==> config.mk <==
export PLATFORM = sky130hd
export DESIGN_NAME = accl_pair_scheduler
export DESIGN_NICKNAME = d
export VERILOG_FILES = /design/src/rtl/accl_pkg.sv /design/src/rtl/accl_tag_delay.sv /design/src/rtl/accl_pair_scheduler.sv
export SDC_FILE = /design/constraint.sdc
export NUM_CORES = 1
export LEC_CHECK = 0
export CORE_ASPECT_RATIO = 1.25
export CORE_MARGIN = 2
export CORE_UTILIZATION = 30
export DETAILED_ROUTE_END_ITERATION = 10
export PLACE_DENSITY = 0.43
export SYNTH_ARGS = -nofsm -noshare
export SYNTH_HDL_FRONTEND = slang
export SYNTH_SLANG_ARGS = --single-unit
==> constraint.sdc <==
create_clock -name clk -period 5.3 [get_ports clk]
set_clock_uncertainty 0.15 [all_clocks]
set_input_delay 1.325 -clock clk [delete_from_list [all_inputs] [get_ports clk]]
set_output_delay 1.325 -clock clk [all_outputs]
set_load 0.02 [all_outputs]
==> src/rtl/accl_pkg.sv <==
// Shared constants, scheduler state encoding and the in-flight pair tag for the getAccl pair scheduler.
package accl_pkg;

   localparam int unsigned ACCL_IDX_W   = 8;
   localparam int unsigned ACCL_LATENCY = 122;
   localparam int unsigned ACCL_RD_LAT  = 1;

   typedef enum logic [1:0] {
      IDLE  = 2'd0,
      ISSUE = 2'd1,
      DRAIN = 2'd2
   } sched_state_t;

   typedef struct packed {
      logic                  vld;
      logic                  last;
      logic [ACCL_IDX_W-1:0] idx;
   } tag_t;

endpackage

==> src/rtl/accl_tag_delay.sv <==
// Tag delay line that shadows the body-memory read and the getAccl pipeline.
// Taps: RD_LAT (pipeline input valid) and RD_LAT+LATENCY (result tag).
module accl_tag_delay
   import accl_pkg::*;
#(
   parameter int unsigned RD_LAT  = ACCL_RD_LAT,
   parameter int unsigned LATENCY = ACCL_LATENCY
) (
   input  logic clk,
   input  logic rst,
   input  tag_t tag_in,
   output logic pipe_vld,
   output tag_t tag_res
);

   localparam int unsigned DEPTH = RD_LAT + LATENCY;

   tag_t sr [DEPTH];

   // Whole tags are cleared so result fields read 0 after reset.
   always_ff @(posedge clk) begin
      if (rst) begin
         for (int unsigned k = 0; k < DEPTH; k++) sr[k] <= '0;
      end else begin
         sr[0] <= tag_in;
         for (int unsigned k = 1; k < DEPTH; k++) sr[k] <= sr[k-1];
      end
   end

   assign pipe_vld = sr[RD_LAT-1].vld;
   assign tag_res  = sr[DEPTH-1];

endmodule

==> src/rtl/accl_pair_scheduler.sv <==
// Issues every ordered body pair (i,j), i!=j, into the getAccl pipeline and tags its results.
// Optional feature macro ACCL_SCHED_PERF_EN adds pair_cnt / cycle_cnt outputs.
module accl_pair_scheduler
   import accl_pkg::*;
#(
   parameter  int unsigned LATENCY = ACCL_LATENCY,
   parameter  int unsigned RD_LAT  = ACCL_RD_LAT,
   localparam int unsigned IDX_W   = ACCL_IDX_W
) (
   input  logic             clk,
   input  logic             rst,
   input  logic             start,
   input  logic [IDX_W:0]   n_bodies,
   input  logic             issue_hold,
   output logic             busy,
   output logic             done,
   output logic             rd_en,
   output logic [IDX_W-1:0] rd_addr_i,
   output logic [IDX_W-1:0] rd_addr_j,
   output logic             pipe_vld,
   output logic             res_vld,
   output logic [IDX_W-1:0] res_idx,
`ifdef ACCL_SCHED_PERF_EN
   output logic [2*IDX_W-1:0] pair_cnt,
   output logic [31:0]        cycle_cnt,
`endif
   output logic             res_last
);

   localparam int unsigned CNT_W = IDX_W + 1;
   localparam int unsigned INF_W = 2 * IDX_W + 1;
   localparam logic [CNT_W-1:0] N_MAX = CNT_W'(1) << IDX_W;

   sched_state_t     state_q, state_d;
   logic [CNT_W-1:0] n_q, n_d, i_q, i_d, j_q, j_d;
   logic [CNT_W-1:0] n_clamp, cur_n, cur_i, cur_j, j_inc, j_nx;
   logic             cur_go, last_j, last_pair;
   logic [INF_W-1:0] infl_q, infl_d;
   logic             rd_en_d, rd_last_q, rd_last_d, busy_d, done_d;
   logic [IDX_W-1:0] rd_i_d, rd_j_d;
   tag_t             tag_in, tag_res;

   assign n_clamp = (n_bodies > N_MAX) ? N_MAX : n_bodies;

   // Pair walker: the first pair is issued straight from IDLE so a pass has no start bubble.
   always_comb begin
      cur_go = 1'b0;
      cur_n  = n_q;
      cur_i  = i_q;
      cur_j  = j_q;
      if (state_q == IDLE) begin
         cur_n  = n_clamp;
         cur_i  = '0;
         cur_j  = CNT_W'(1);
         cur_go = start && (n_clamp >= CNT_W'(2));
      end else if (state_q == ISSUE) begin
         cur_go = 1'b1;
      end
      j_inc     = cur_j + CNT_W'(1);
      j_nx      = (j_inc == cur_i) ? cur_j + CNT_W'(2) : j_inc;
      last_j    = (j_nx >= cur_n);
      last_pair = last_j && (cur_i == cur_n - CNT_W'(1));
   end

   always_comb begin
      state_d   = state_q;
      n_d       = n_q;
      i_d       = i_q;
      j_d       = j_q;
      rd_en_d   = 1'b0;
      rd_i_d    = '0;
      rd_j_d    = '0;
      rd_last_d = 1'b0;
      done_d    = 1'b0;
      infl_d    = infl_q + INF_W'(rd_en) - INF_W'(res_vld);
      case (state_q)
         IDLE: begin
            if (start) begin
               n_d     = n_clamp;
               i_d     = '0;
               j_d     = CNT_W'(1);
               state_d = (n_clamp < CNT_W'(2)) ? DRAIN : ISSUE;
            end
         end
         ISSUE: ;
         DRAIN: begin
            // A pair issued this cycle is not yet counted in infl_q.
            if ((infl_q == '0) && !rd_en) begin
               state_d = IDLE;
               done_d  = 1'b1;
            end
         end
         default: state_d = IDLE;
      endcase
      if (cur_go && !issue_hold) begin
         rd_en_d   = 1'b1;
         rd_i_d    = cur_i[IDX_W-1:0];
         rd_j_d    = cur_j[IDX_W-1:0];
         rd_last_d = last_j;
         if (last_pair) begin
            state_d = DRAIN;
         end else if (last_j) begin
            i_d = cur_i + CNT_W'(1);
            j_d = '0;
         end else begin
            j_d = j_nx;
         end
      end
      busy_d = (state_d != IDLE);
   end

   always_ff @(posedge clk) begin
      if (rst) begin
         state_q   <= IDLE;
         n_q       <= '0;
         i_q       <= '0;
         j_q       <= '0;
         infl_q    <= '0;
         rd_en     <= 1'b0;
         rd_addr_i <= '0;
         rd_addr_j <= '0;
         rd_last_q <= 1'b0;
         busy      <= 1'b0;
         done      <= 1'b0;
      end else begin
         state_q   <= state_d;
         n_q       <= n_d;
         i_q       <= i_d;
         j_q       <= j_d;
         infl_q    <= infl_d;
         rd_en     <= rd_en_d;
         rd_addr_i <= rd_i_d;
         rd_addr_j <= rd_j_d;
         rd_last_q <= rd_last_d;
         busy      <= busy_d;
         done      <= done_d;
      end
   end

   assign tag_in = '{vld: rd_en, last: rd_last_q, idx: rd_addr_i};

   accl_tag_delay #(
      .RD_LAT  (RD_LAT),
      .LATENCY (LATENCY)
   ) u_tag_delay (
      .clk      (clk),
      .rst      (rst),
      .tag_in   (tag_in),
      .pipe_vld (pipe_vld),
      .tag_res  (tag_res)
   );

   assign res_vld  = tag_res.vld;
   assign res_last = tag_res.last;
   assign res_idx  = tag_res.idx;

`ifdef ACCL_SCHED_PERF_EN
   // cycle_cnt reads k in the k-th cycle after the accepted start, so done sees start-to-done distance.
   always_ff @(posedge clk) begin
      if (rst) begin
         pair_cnt  <= '0;
         cycle_cnt <= '0;
      end else if ((state_q == IDLE) && start) begin
         pair_cnt  <= (2*IDX_W)'(rd_en_d);
         cycle_cnt <= 32'd1;
      end else if (state_q != IDLE) begin
         cycle_cnt <= cycle_cnt + 32'd1;
         if (rd_en_d) pair_cnt <= pair_cnt + (2*IDX_W)'(1);
      end
   end
`endif

endmodule

==> metrics.yaml <==
layout:
  diodes: 0
  fin_util_pct: 35.6
  finalInstanceArea_um2: 44300
  nets: 3288
  drive_gt1_share_pct: 8.45
  area_growth_pct: 18.0
logic_synthesis:
  synth.avg_cell_area_um2: 11.8
  ys_types: 76
  async_reset_ff_share_pct: 0
  synth-edff-count: 0
  syn-instance-count: 3182
  ys_ff_latch: 1296
  syn_nets: 3233
  yosys_warnings: 0
  netlist_area_um2: 37500
  synth-seq-area-share_pct: 69.1
  yosys_most_used_dff: "dfxtp_1"
cts:
  cts_resized: 0
  clockBufferDepth: 3
  cts_max_level: 4
  path_clk_slew_ns: 0.06
  cts_root_buf: "clkbuf_16"
  cts_made_buffers: 136
  post-cts-setup-buffers: 0
  clock_latency_ns: 0.74
  cts_sinks: 1296
  cts_tree: "built"
  postCtsHoldBufs: 0
timing:
  setup_violations: 0
  rsz0062_at_grt: "no"
  timing.final.ws_setup_ns: 0.472
  slew_headroom_pct: 36.6
  setup_tns_ns: 0
  period_minus_slack_ns: 4.83
  drv_slew: 0
  worstMarginPinSlew_ns: 0.951
  final_hold_viol_count: 0
  fin_crit_sh_pct: 91.1
  fmax_ghz: 0.207
pwr:
  p_leak_nw: 17.1
  ir_worst_vdd_v: 0.000229
  power_density_nw_per_um2: 461
floorplanning:
  core_region_area_um2: 125000
  die_h_um: 399
  fp-row-count: 145
  initial_core_util_pct: 30.1
  die-area_um2: 128000
  die_w_um: 320
  pin_count: 43
worst_setup_path:
  crit_path_start_kind: "register"
  crit_type: "reg2reg"
  cpMaxStageDelayCell: "or4b_1"
  end_kind: "register"
  slowest_delay_ns: 0.45
  worstPathCellList: "or2_4 > nand2_1 > inv_1 > ha_1 > nand3_1 > or3_1 > a221oi_4 > o221a_2 > a21oi_1 > or3_1 > a21oi_1 > buf_4 > ha_1 > a21oi_1 > o21ai_0 > a21oi_1 > o21ai_1 > buf_4 > nor3_2 > or4b_1 > o221ai_1"
  cp.arrival_ns: 5.34
  cp_common_cell: "a21oi_1"
  worst-path-max-fanout: 6
  required_ns: 5.81
global_routing:
  grt_first_pass_wirelength_um: 98000
  gr-total-overflow: 0
  grt_max_degree: 207
  antenna_found_initial: 0
  grt_pass1_vias: 19200
  grt_util_all_layers_pct: 9.25
detailed_routing:
  totalWireLength_um: 57700
  via_per_inst: 3.93
  first_iter_violations: 904
  post-route-drc-count: 0
  wire_per_inst_um: 11.7
  firstDrtPassIters: 4
  drtAntennaViolNets: 0
  vias: 19500
placement:
  gp_congestion: 0.756
  hpwl_um: 29400
  portBuffers: 42
  place_worst_setup_slack_ns: 0.229
  dpl-instance-area_um2: 39700
flow_run:
  maxCapViolCount: 0
outcome:
  status: "completed"
worst_hold_path:
  hold_class: "reg2reg"
==> cell type report <==
type	count	area (um^2)
Multi-Input combinational cell	1664	10700
Timing Repair Buffer	94	891
Clock inverter	42	606
Clock buffer	196	3930
Inverter	45	169
Fill cell	12400	80300
Tap cell	1617	2020
Sequential cell	1296	25900
==> layout by cell type, fill, tap and decap left out, types with 4 or more instances in the layout <==
cell type,count
xnor2_1,22
and3_1,4
nor2b_1,1237
nand2_1,37
clkbuf_1,33
dfxtp_1,1296
ha_1,36
o211ai_1,13
nand3b_1,8
o21ai_0,13
and2_1,9
o31ai_1,5
a31oi_1,5
nand2b_1,8
nor2_1,52
bufinv_16,13
o21a_1,6
buf_4,46
a21oi_1,48
buf_12,6
inv_1,45
nor3_1,18
nand4_1,8
clkbuf_8,24
inv_6,7
o2111ai_1,4
nor4b_1,4
nor4_1,5
or3_1,8
clkdlybuf4s50_1,41
o221ai_1,4
clkinv_2,17
xor2_1,15
a211o_1,4
nand3_1,15
clkbuf_16,139
==> power breakdown <==
group          internal, mW  switching (mW)  leakage (nW)  total (mW)
combinational         0.394           0.617          4.44        1.01
sequential             9.80          0.0332          10.4        9.83
clock                  5.79            3.77          2.23        9.57
total                  16.0            4.42          17.1        20.4
==> critical path, delay by kind of cell (launching register included) <==
family / cells / cell delay (ns)
buffers and inverters: 3 / 0.42
AND/OR/NAND/NOR: 7 / 1.66
adder cells (fa/ha/maj): 2 / 0.45
flip-flops: 1 / 0.40
AO/OA/AOI/OAI: 9 / 1.64
==> synth_stat cells (all sizes together), types with 5 or more instances <==
cell	n	area (um^2)
o211ai	13	97.6
nor2b	1237	7740
nor2	54	205
nand3b	8	60.1
nor3	21	115
or3	8	50.1
xnor2	22	193
o221ai	5	43.8
nor4	5	31.3
nand2	37	139
o21ai	14	70.1
nand3	15	75.1
o21a	6	45.0
nand2b	8	50.1
a21oi	49	249
nand4	8	50.1
dfxtp	1296	25900
o31ai	5	37.5
xor2	15	131
and2	9	56.3
mux2	5	60.1
inv	45	169
clkbuf	156	587
buf	21	141
a31oi	5	31.3
ha	37	463
==> worst paths after layout <==
check                                         endpoint                   start  slack [ns]  cells after the start
worst max-delay path                            j_q[5]              state_q[0]        0.47                     21
worst min-delay path            u_tag_delay.sr[0][997]  u_tag_delay.sr[0][987]        0.27                      1
worst max register to register                  j_q[5]              state_q[0]        0.47                     21
worst min register to register  u_tag_delay.sr[0][997]  u_tag_delay.sr[0][987]        0.27                      1
==> cell families after synthesis <==
family	Yosys count	share of synthesized area, %
buf+inv	222	2.39
xor+xnor	37	0.863
flops	1296	69.1
fa+ha+maj	38	1.29
compound gates	144	2.68
mux	8	0.240
simple gates	1437	23.4
==> metal layers <==
metal  wire [um]  track usage [%]  vias up  part of all wire, %
met4        2370             5.03        0                  4.1
met2       24400             13.8      234                   42
met5           0                0        -                    0
li1            -                -     9986                    -
met3        2520             2.72      150                  4.4
met1       28400             12.0     9107                   49
==> registers in the layout (all words and copies together), names as in the netlist, 2 cells and up <==
| signal | count |
|---|---|
| i_q | 9 |
| infl_q | 17 |
| j_q | 9 |
| n_q | 9 |
| rd_addr_i | 8 |
| rd_addr_j | 8 |
| state_q | 2 |
| u_tag_delay.sr | 1230 |
==> through the flow <==
stage	cells	hold slack (ns)	total power [mW]
2_1_floorplan	3182	0.264	10.8
3_3_place_gp	4716	0.265	11.1
3_5_place_dp	4716	0.270	11.1
4_1_cts	4954	0.279	20.9
5_1_grt	4954	0.290	21.4
6_report	4954	0.273	20.4
Power figures use the tool's default switching activity.
